[src/rtl/alarm_sequencer.sv]
// alarm_sequencer: turns per-sensor alarm levels into siren/strobe drive.
// Handles the door entry delay, the intrusion siren with auto-silence, the
// fire alarm and user acknowledge. It also keeps a sticky cause and a
// saturating activation count for the status display. All outputs are
// registered, so each response appears one edge after its input.
module alarm_sequencer #(
    parameter int ENTRY_DLY     = 8,
    parameter int SIREN_HALF    = 4,
    parameter int SIREN_TIMEOUT = 32
) (
    input  logic       clock,
    input  logic       reset,
    input  logic       dooralarm,
    input  logic       windowalarm,
    input  logic       firealarm,
    input  logic       ack,
    output logic       siren,
    output logic       strobe,
    output logic [2:0] alarm_cause,
    output logic [2:0] seq_state,
    output logic [7:0] event_count
);

    typedef enum logic [2:0] {
        QUIET    = 3'd0,
        ENTRY    = 3'd1,
        INTRUDE  = 3'd2,
        FIRE     = 3'd3,
        SILENCED = 3'd4
    } state_t;

    // Terminal values of the three counters, expressed at their own widths
    localparam logic [7:0]  ENTRY_LOAD = 8'(ENTRY_DLY - 1);
    localparam logic [7:0]  PHASE_LAST = 8'(SIREN_HALF - 1);
    localparam logic [15:0] RUN_LAST   = 16'(SIREN_TIMEOUT - 1);

    state_t      state_q;
    state_t      state_d;
    logic [7:0]  entry_timer_q;
    logic [7:0]  entry_timer_d;
    logic [15:0] run_timer_q;
    logic [15:0] run_timer_d;
    logic [7:0]  phase_q;
    logic [7:0]  phase_d;
    logic        siren_d;
    logic        strobe_d;
    logic [2:0]  cause_d;
    logic [7:0]  count_d;
    logic        door_prev_q;
    logic        window_prev_q;
    logic        door_rise;
    logic        window_rise;
    logic        intrude_start;
    logic        count_event;

    assign door_rise   = dooralarm & ~door_prev_q;
    assign window_rise = windowalarm & ~window_prev_q;
    assign seq_state   = state_q;

    // State and datapath registers, all cleared by the synchronous active-low reset
    always_ff @(posedge clock) begin
        if (!reset) begin
            state_q       <= QUIET;
            entry_timer_q <= 8'd0;
            run_timer_q   <= 16'd0;
            phase_q       <= 8'd0;
            siren         <= 1'b0;
            strobe        <= 1'b0;
            alarm_cause   <= 3'd0;
            event_count   <= 8'd0;
            door_prev_q   <= 1'b0;
            window_prev_q <= 1'b0;
        end else begin
            state_q       <= state_d;
            entry_timer_q <= entry_timer_d;
            run_timer_q   <= run_timer_d;
            phase_q       <= phase_d;
            siren         <= siren_d;
            strobe        <= strobe_d;
            alarm_cause   <= cause_d;
            event_count   <= count_d;
            door_prev_q   <= dooralarm;
            window_prev_q <= windowalarm;
        end
    end

    // Next-state selection with fire > window > door > ack priority;
    // in ENTRY an acknowledge wins over expiry of the entry timer
    always_comb begin
        state_d       = state_q;
        entry_timer_d = entry_timer_q;
        case (state_q)
            QUIET: begin
                if (firealarm) begin
                    state_d = FIRE;
                end else if (windowalarm) begin
                    state_d = INTRUDE;
                end else if (dooralarm) begin
                    state_d       = ENTRY;
                    entry_timer_d = ENTRY_LOAD;
                end
            end
            ENTRY: begin
                if (firealarm) begin
                    state_d = FIRE;
                end else if (windowalarm) begin
                    state_d = INTRUDE;
                end else if (ack) begin
                    state_d = QUIET;
                end else if (entry_timer_q == 8'd0) begin
                    state_d = INTRUDE;
                end else begin
                    entry_timer_d = entry_timer_q - 8'd1;
                end
            end
            INTRUDE: begin
                if (firealarm) begin
                    state_d = FIRE;
                end else if (ack) begin
                    state_d = QUIET;
                end else if (run_timer_q == RUN_LAST) begin
                    state_d = SILENCED;
                end
            end
            FIRE: begin
                if (!firealarm && ack) begin
                    state_d = QUIET;
                end
            end
            SILENCED: begin
                if (firealarm) begin
                    state_d = FIRE;
                end else if (window_rise || door_rise) begin
                    state_d = INTRUDE;
                end else if (ack) begin
                    state_d = QUIET;
                end
            end
            default: state_d = QUIET;
        endcase
    end

    // Output drive, siren cadence and run timer, all derived from the state being entered
    always_comb begin
        intrude_start = (state_d == INTRUDE) && (state_q != INTRUDE);
        run_timer_d   = run_timer_q;
        phase_d       = phase_q;
        siren_d       = 1'b0;
        strobe_d      = 1'b0;
        case (state_d)
            INTRUDE: begin
                strobe_d = 1'b1;
                if (intrude_start) begin
                    run_timer_d = 16'd0;
                    phase_d     = 8'd0;
                    siren_d     = 1'b1;
                end else begin
                    siren_d = siren;
                    if (run_timer_q != RUN_LAST) begin
                        run_timer_d = run_timer_q + 16'd1;
                    end
                    if (phase_q == PHASE_LAST) begin
                        phase_d = 8'd0;
                        siren_d = ~siren;
                    end else begin
                        phase_d = phase_q + 8'd1;
                    end
                end
            end
            FIRE: begin
                siren_d  = 1'b1;
                strobe_d = 1'b1;
            end
            SILENCED: begin
                strobe_d = 1'b1;
            end
            default: begin
                siren_d  = 1'b0;
                strobe_d = 1'b0;
            end
        endcase
    end

    // Sticky cause and saturating activation count; re-arming from SILENCED
    // continues the same intrusion and so is not a new activation
    always_comb begin
        cause_d     = 3'd0;
        count_d     = event_count;
        count_event = 1'b0;
        if (state_d != QUIET) begin
            cause_d = alarm_cause | {firealarm, windowalarm, dooralarm};
        end
        if ((state_d == INTRUDE || state_d == FIRE) && (state_d != state_q) &&
            !(state_q == SILENCED && state_d == INTRUDE)) begin
            count_event = 1'b1;
        end
        if (count_event && event_count != 8'hFF) begin
            count_d = event_count + 8'd1;
        end
    end

endmodule

[config.mk]
export PLATFORM = sky130hd
export DESIGN_NAME = alarm_sequencer
export DESIGN_NICKNAME = d
export VERILOG_FILES = /design/src/rtl/alarm_sequencer.sv
export SDC_FILE = /design/constraint.sdc
export NUM_CORES = 1
export LEC_CHECK = 0
export CAP_MARGIN = 20
export CORE_MARGIN = 2
export CORE_UTILIZATION = 35
export DETAILED_ROUTE_END_ITERATION = 7
export SLEW_MARGIN = 20
export SYNTH_ARGS = -nofsm -noshare
export SYNTH_HDL_FRONTEND = slang
export SYNTH_SLANG_ARGS = --single-unit
[constraint.sdc]
create_clock -name clock -period 3.4 [get_ports clock]
set_input_delay 0.68 -clock clock [delete_from_list [all_inputs] [get_ports clock]]
set_output_delay 0.68 -clock clock [all_outputs]
set_load 0.03 [all_outputs]
Yosys cells after proc, flatten, opt, wreduce, memory -nomap -nowiden
Index checks and enable logic that the tools add are counted.
{ "op_classes": {"n_addsub": 4, "n_bitwise": 6, "n_eq_ne": 21, "mux": 32, "reduce_logical": 19} }
{ "ops": {"columns": ["cell", "n"], "rows": [
  ["2-to-1 mux 8 bit", 9],
  ["2-to-1 mux 3 bit", 14],
  ["2-to-1 mux 16 bit", 2],
  ["adder 16 x 1 -> 16 bit (second input constant)", 1],
  ["adder 8 x 1 -> 8 bit (second input constant)", 2],
  ["equality test 16 x 5 -> 1 bit (second input constant)", 1],
  ["inequality test 16 x 5 -> 1 bit (second input constant)", 1],
  ["one-hot mux 8 bit (2 select lines)", 1],
  ["one-hot mux 3 bit (5 select lines)", 1],
  ["inequality test 2 bit (second input constant)", 7],
  ["equality test 3 x 2 -> 1 bit (second input constant)", 4],
  ["equality test 8 x 2 -> 1 bit (second input constant)", 1],
  ["zero test 8 bit", 1],
  ["inequality test 8 bit (second input constant)", 1],
  ["AND reduction 8 bit", 1],
  ["subtractor 8 x 1 -> 8 bit (second input constant)", 1],
  ["equality test 3 bit (second input constant)", 2],
  ["logical AND 1 bit", 6],
  ["inequality test 3 x 2 -> 1 bit (second input constant)", 2],
  ["2-to-1 mux 1 bit", 4],
  ["AND reduction 2 bit", 2],
  ["nonzero test 2 bit", 2],
  ["equality test 3 x 1 -> 1 bit (second input constant)", 1],
  ["zero test 3 bit", 1],
  ["other kinds (9)", 14]
]} }
{ "totals": {"word_cells": 92, "register_bits": 50, "in_bits": 6, "out_inout_bits": 16} }

Depth between registers and ports, before layout
Gate-level depths: netlist of the first run.
{ "depth": {"word_depth": 12, "ltp_mapped": 9} }

Least setup slack after synthesis of the first run
OpenSTA, ideal clock, no wires.
{ "synth_path": {"path_kind": "in2reg", "startpoint": "in firealarm", "endpoint": "reg run_timer_q[10]", "n_path_buf": 1, "setup_time_ns": 0.074, "arrival_time_ns": 2.383, "slack_ns": 0.942, "cell_stages": 6, "path_cell_list": "buf_2 > nor3_1 > o32a_1 > a2111oi_4 > or4b_1 > a31oi_1"} }
{ "synth_via": {"elab_chain_len": 8, "elab_cells_between_ends": 13, "classes_between": "eq/ne (1); mux (7); reduce/logical (5)"} }
{ "synth_lines": {"columns": ["item", "line", "rtl"], "rows": [
  ["from (decl)", "15", "input logic firealarm,"],
  ["zero test 1 bit", "126", "if (!firealarm && ack) begin"],
  ["logical AND 1 bit", "126", null],
  ["2-to-1 mux 3 bit", "126", null],
  ["one-hot mux 3 bit (5 select lines) (*)", "92", "case (state_q)"],
  ["equality test 3 x 2 -> 1 bit (*)", "145, 150", null],
  ["logical AND 1 bit", "145", "intrude_start = (state_d == INTRUDE) && (state_q != INTRUDE);"],
  ["nonzero test 2 bit (no source line)", null, null],
  ["AND reduction 2 bit (no source line)", null, null],
  ["to (signal assigned)", "76", "run_timer_q <= run_timer_d;"],
  ["to (decl)", "41", "logic [15:0] run_timer_q;"]
]} }
Every way passes the cells marked *; elsewhere a longest branch is shown, timed or not.
A chain may end at the register's enable or synchronous reset.

Worst setup path in the final report of the first run
{ "layout_path": {"startpoint": "in firealarm", "endpoint": "reg run_timer_q[9]"} }
The elaborated chain is that of the path after synthesis.

==> results.toml, run 1 <==
[worst_setup_path]
crit_buf_inv = 2
worstPathRequired_ps = 3650
start_kind = "input port"
cpLargestDelayFamily = "simple AND/OR/NAND/NOR gates"
cp_data_arrival_time_ps = 3070
cp.depth = 8
crit_chain = "clkdlybuf4s50_1 -> and4b_1 -> and4_1 -> or2_1 -> a2111oi_4 -> buf_4 -> nor4bb_1 -> o21a_1"
cp-end-kind = "flop"
timing.rr.start = "entry_timer_q[0]"
r2r_slack_ps = 700
reg2reg_depth = 8
crit_start = "firealarm"
cpPeakStageDelay_ps = 520
worst_r2r_endpoint = "phase_q[0]"
critical_path_class = "in -> reg"
crit_fanout = 12
critPathSlowestCell = "clkdlybuf4s50_1"
endpoint = "run_timer_q[9]"

[synth]
syn_nets = 341
synth_top_cell_by_area = "dfxtp_1"
synth_top_area_share_pct = 37.4
synth_ff_type = "dfxtp_1"
synth.top_cells.by_area = "dfxtp_1, nor2_1, nand2_1"
seq_area_frac_synth_pct = 37.4
synthArstFlopShare_pct = 0
synth-edff-count = 0
yosysUniqueCellTypes = 56
syn_area_mm2 = 0.00267
synthCells = 330
synth-seq-cells = 50
syn_area_per_cell_um2 = 8.10
yosysWarnings = 0

[layout]
nets = 363
drive_gt1_share_pct = 7.65
final_cells = 452
antenna_cells = 0
final_common_cell = "dfxtp_1"
final_cell_mix = "dfxtp_1, nor2_1, nand2_1, o21ai_0, clkdlybuf4s50_1"
design_area_mm2 = 0.00313
area_delta_synth_final_pct = 17.0

[clocking]
ctsHoldBuffers = 0
root_buffer = "clkbuf_8"
cts_inserted_buffers = 5
postCtsSetupRepairBufs = 0
clkTransAtPathRegs_ps = 100
cts_buffer_depth = 2
insertion_delay_ps = 310
htree_levels = 2
cts.sinks = 50
post_cts_resized = 0
cts_tree = "yes"

[global_routing]
grt_max_degree = 24
antenna_found_initial = 0
grt_overflow = 0
gr-usage-all-layers_pct = 16.4
first_global_vias = 2353
grt_pass1_wl_mm = 11.4

[pwr]
finalPower_mw = 1.32
ir_drop_v = 0.000215
p_per_area_mw_per_mm2 = 422
p_leak_nw = 1.06

[timing]
relSlewSlack_pct = 46.4
tns_ps = 0
fin_crit_ps = 2820
grt_setup_unrepaired = "false"
final.period_utilization_pct = 82.9
hold_violations = 0
tightestPinTransition_ps = 796
setup_viol = 0
finClkSkew_ps = 10.9
drv_slew = 0
fmax_ghz = 0.355

[floorplanning]
die_x_um = 91.4
die_area_mm2 = 0.00835
die_y_um = 91.4
ios = 22
initial_core_util_pct = 36.5
row_count = 31
design.core.area_mm2 = 0.00733

[place]
dp_hpwl_mm = 4.57
portBuffers = 21
gp_congestion = 0.797
place_inst = 444
dpl-instance-area_mm2 = 0.00301

[worst_hold_path]
min_path_type = "reg -> reg"

[outcome]
status = "complete, no violations"

[drt]
viasPerCell = 5.61
wire_per_inst_um = 14.5
ant_nets = 0
wirelength_mm = 6.54
firstDrtPassIters = 5
vias = 2536
drt-initial-drc-count = 125
drc = 0

[job]
maxCapViolCount = 0
-- worst min-delay path: cells and delay by family, from the launching register on --
family | cells | cell delay, ps
simple gates | 1 | 50
compound gates | 1 | 60
flops | 1 | 340
-- worst min path at each step --
stage / from / endpoint / cells past startpoint
after floorplan: phase_q[1] / phase_q[1] / 2
after global placement: phase_q[1] / phase_q[1] / 2
after detailed placement: phase_q[1] / phase_q[1] / 2
after CTS: phase_q[1] / phase_q[1] / 2
after global routing: phase_q[5] / phase_q[5] / 2
final: phase_q[1] / phase_q[1] / 2
-- through the flow --
| step | util [%] | setup slack, ps | hold slack (ps) |
|---|---|---|---|
| CTS | 42.7 | 585 | 491 |
| finish | 42.7 | 582 | 490 |
| global placement | 41.1 | 310 | 469 |
| global route | 42.7 | 444 | 531 |
| floorplan | - | 942 | 449 |
| detailed placement | 41.1 | 265 | 480 |
-- synth_stat cells (all sizes together), types with 6 or more instances --
cell type and number:
nor3 9, nand2b 8, o21ai 22, and3 7, nand3 20, a311oi 6
dfxtp 50, nor2 38, clkbuf 11, inv 10, a21oi 18, a31oi 6
nand2 31
-- area by class of cell --
cell class / instances / area [um^2]
clock buffer: 5 / 68.8
clock inverter: 3 / 45.0
fill: 740 / 4200
inverter: 10 / 37.5
multi-input combinational: 255 / 1570
sequential: 50 / 1000
tap: 99 / 124
timing repair buffer: 30 / 278
-- sequential cells by signal (all words and copies together) (netlist names), 3 cells and up --
name and flops:
run_timer_q 16, alarm_cause 3, entry_timer_q 8, phase_q 8, event_count 8, seq_state 3
-- routing by layer --
metal,vias to the layer above,track usage [%],part of all wire (%)
li1,1269,-,-
met1,1192,23.4,50
met2,68,25.1,45
met3,7,2.99,4.8
met4,0,4.80,0.87
met5,-,0,0
-- report_power, final --
part           switching [mW]  internal (mW)  leakage (nW)
sequential             0.0267          0.609         0.407
combinational           0.153         0.0968         0.599
clock                   0.213          0.219        0.0504
-- cell families after synthesis --
family / after synthesis / share of synthesized area, %
adder cells (fa/ha/maj): 5 / 2.34
AO/OA/AOI/OAI: 85 / 22.3
XOR/XNOR: 9 / 2.95
buffers and inverters: 25 / 3.70
multiplexers: 2 / 0.749
AND/OR/NAND/NOR: 154 / 30.6
flip-flops: 50 / 37.4
(Power assumes the default switching activity.)
==> run 2: changes to the inputs <==
Clock period 3.4 ns to 2.4 ns, I/O delays scaled along.
==> run 2 against run 1 <==
  * Critical path depth decreased by 1
  * Non-clock buffer count rose by 38
  * Flip-flop and latch count unchanged
  * Hold slack got worse by 0.79 ps
  * First-iteration DRC count is 0.80% lower
  * Critical endpoint is now run_timer_q[10]
  * Largest cell class unchanged
  * Largest power group unchanged
==> results.toml, run 2 (synthesis results as in run 1) <==
[timing]
drv_slew = 0
hold_violations = 0
fin_crit_ps = 2330
tightestPinTransition_ps = 520
setup_viol = 0
grt_setup_unrepaired = "true"
final.period_utilization_pct = 97.1
tns_ps = 0
fmax_ghz = 0.429
relSlewSlack_pct = 64.9
finClkSkew_ps = 6.69

[worst_setup_path]
reg2reg_depth = 7
worstPathRequired_ps = 2630
crit_fanout = 5
critical_path_class = "reg -> reg"
start_kind = "flop"
cp-end-kind = "flop"
cp_data_arrival_time_ps = 2560

[pwr]
ir_drop_v = 0.000286
clkPwrFrac_pct = 26.6
combinationalPowerShare_pct = 23.5
swShare_pct = 30.5
seqPwrFrac_pct = 49.9
p_sw_mw = 0.548
p_int_mw = 1.25
p_leak_nw = 1.25
p_per_area_mw_per_mm2 = 530

[layout]
design_area_mm2 = 0.00339
nets = 401
drive_gt1_share_pct = 17.9
final_common_cell = "dfxtp_1"
final_cell_mix = "dfxtp_1, buf_4, nor2_1, nand2_1"
largest_register = "run_timer_q"
largest_register_ff_count = 16
antenna_cells = 0
area_delta_synth_final_pct = 26.9
final_cells = 489

[clocking]
clkTransAtPathRegs_ps = 90
root_buffer = "clkbuf_8"
cts_buffer_depth = 2
insertion_delay_ps = 300
cts_inserted_buffers = 5
htree_levels = 2
cts.sinks = 50
ctsHoldBuffers = 0
cts_tree = "yes"

[drt]
drc = 0
ant_nets = 0
wire_per_inst_um = 13.8
vias = 2646
routed-wl-met2_mm = 3.12
firstDrtPassIters = 4
drt-initial-drc-count = 124
m1WireLength_mm = 3.32
dr.max_layer_used = "met4"
viasPerCell = 5.41
met3_length_um = 246
wirelength_mm = 6.75

[floorplanning]
die_x_um = 91.4
ios = 22
initial_core_util_pct = 36.5
die_area_mm2 = 0.00835
row_count = 31
design.core.area_mm2 = 0.00733
die_y_um = 91.4

[place]
gp_congestion = 0.822
dp_hpwl_mm = 4.81
place_inst = 481
dpl-instance-area_mm2 = 0.00329
portBuffers = 21

[global_routing]
grt_overflow = 0
antenna_found_initial = 0
gr-usage-all-layers_pct = 17.0
grt_max_degree = 24
first_global_vias = 2536
grt_pass1_wl_mm = 11.9

[worst_hold_path]
min_path_type = "reg -> reg"
hold_path_depth = 2

[outcome]
status = "complete, no violations"

[job]
maxCapViolCount = 0
[run 2: cell types whose count changed in the layout (fill, tap and decap cells not counted), sizes merged]
cell,change
buf,+38
bufinv,-1
clkbuf,+2
clkdlybuf4s50,-4
clkinvlp,-2
dlygate4sd2,+4
[run 2: final cells by class]
| type | instances | area [um^2] |
|---|---|---|
| clock buffers | 7 | 76.3 |
| fillers | 710 | 3940 |
| inverters | 10 | 37.5 |
| multi-input cells | 255 | 1590 |
| flip-flops and latches | 50 | 1000 |
| well taps | 99 | 124 |
| repair buffers | 68 | 562 |
[run 2: through the flow]
step	hold slack (ps)	worst slack (ps)	total power, mW	utilization, %
3_5_place_dp	483	-404	1.33	44.9
3_3_place_gp	464	-378	1.33	44.9
4_1_cts	496	24.5	1.81	46.0
2_1_floorplan	449	12.0	1.15	-
5_1_grt	518	-6.59	1.89	46.3
6_report	489	70.8	1.80	46.3
[run 2: critical path: stages, from the launching register on]
cell	delay, ps
dfxtp_2	330
ha_2	180
and4b_1	160
and4_1	190
or2_1	260
a2111oi_4	480
or4b_1	470
a31oi_1	180
[run 2: power groups by stage]
stage / clock network [mW] / logic [mW] / registers (mW)
4_1_cts: 0.492 / 0.420 / 0.897
2_1_floorplan: 0 / 0.193 / 0.954
3_3_place_gp: 0 / 0.415 / 0.916
6_report: 0.478 / 0.422 / 0.897
5_1_grt: 0.518 / 0.467 / 0.903
3_5_place_dp: 0 / 0.415 / 0.916
[run 2: final timing paths]
kind / from / endpoint / slack (ps)
setup / recovery: run_timer_q[0] / run_timer_q[10] / 70
hold / removal: phase_q[1] / phase_q[1] / 490
setup reg to reg: run_timer_q[0] / run_timer_q[10] / 70
hold reg to reg: phase_q[1] / phase_q[1] / 490
[run 2: per-layer routing]
layer,vias to the layer above,track usage (%)
met5,-,0
met4,0,5.43
met3,7,2.49
met2,64,26.5
met1,1230,24.0
li1,1345,-
[run 2: timing repair]
action	CTS	global route
pin swaps	3	3
resized for setup	7	7
endpoints found under the setup margin	7	25
setup buffers	0	1
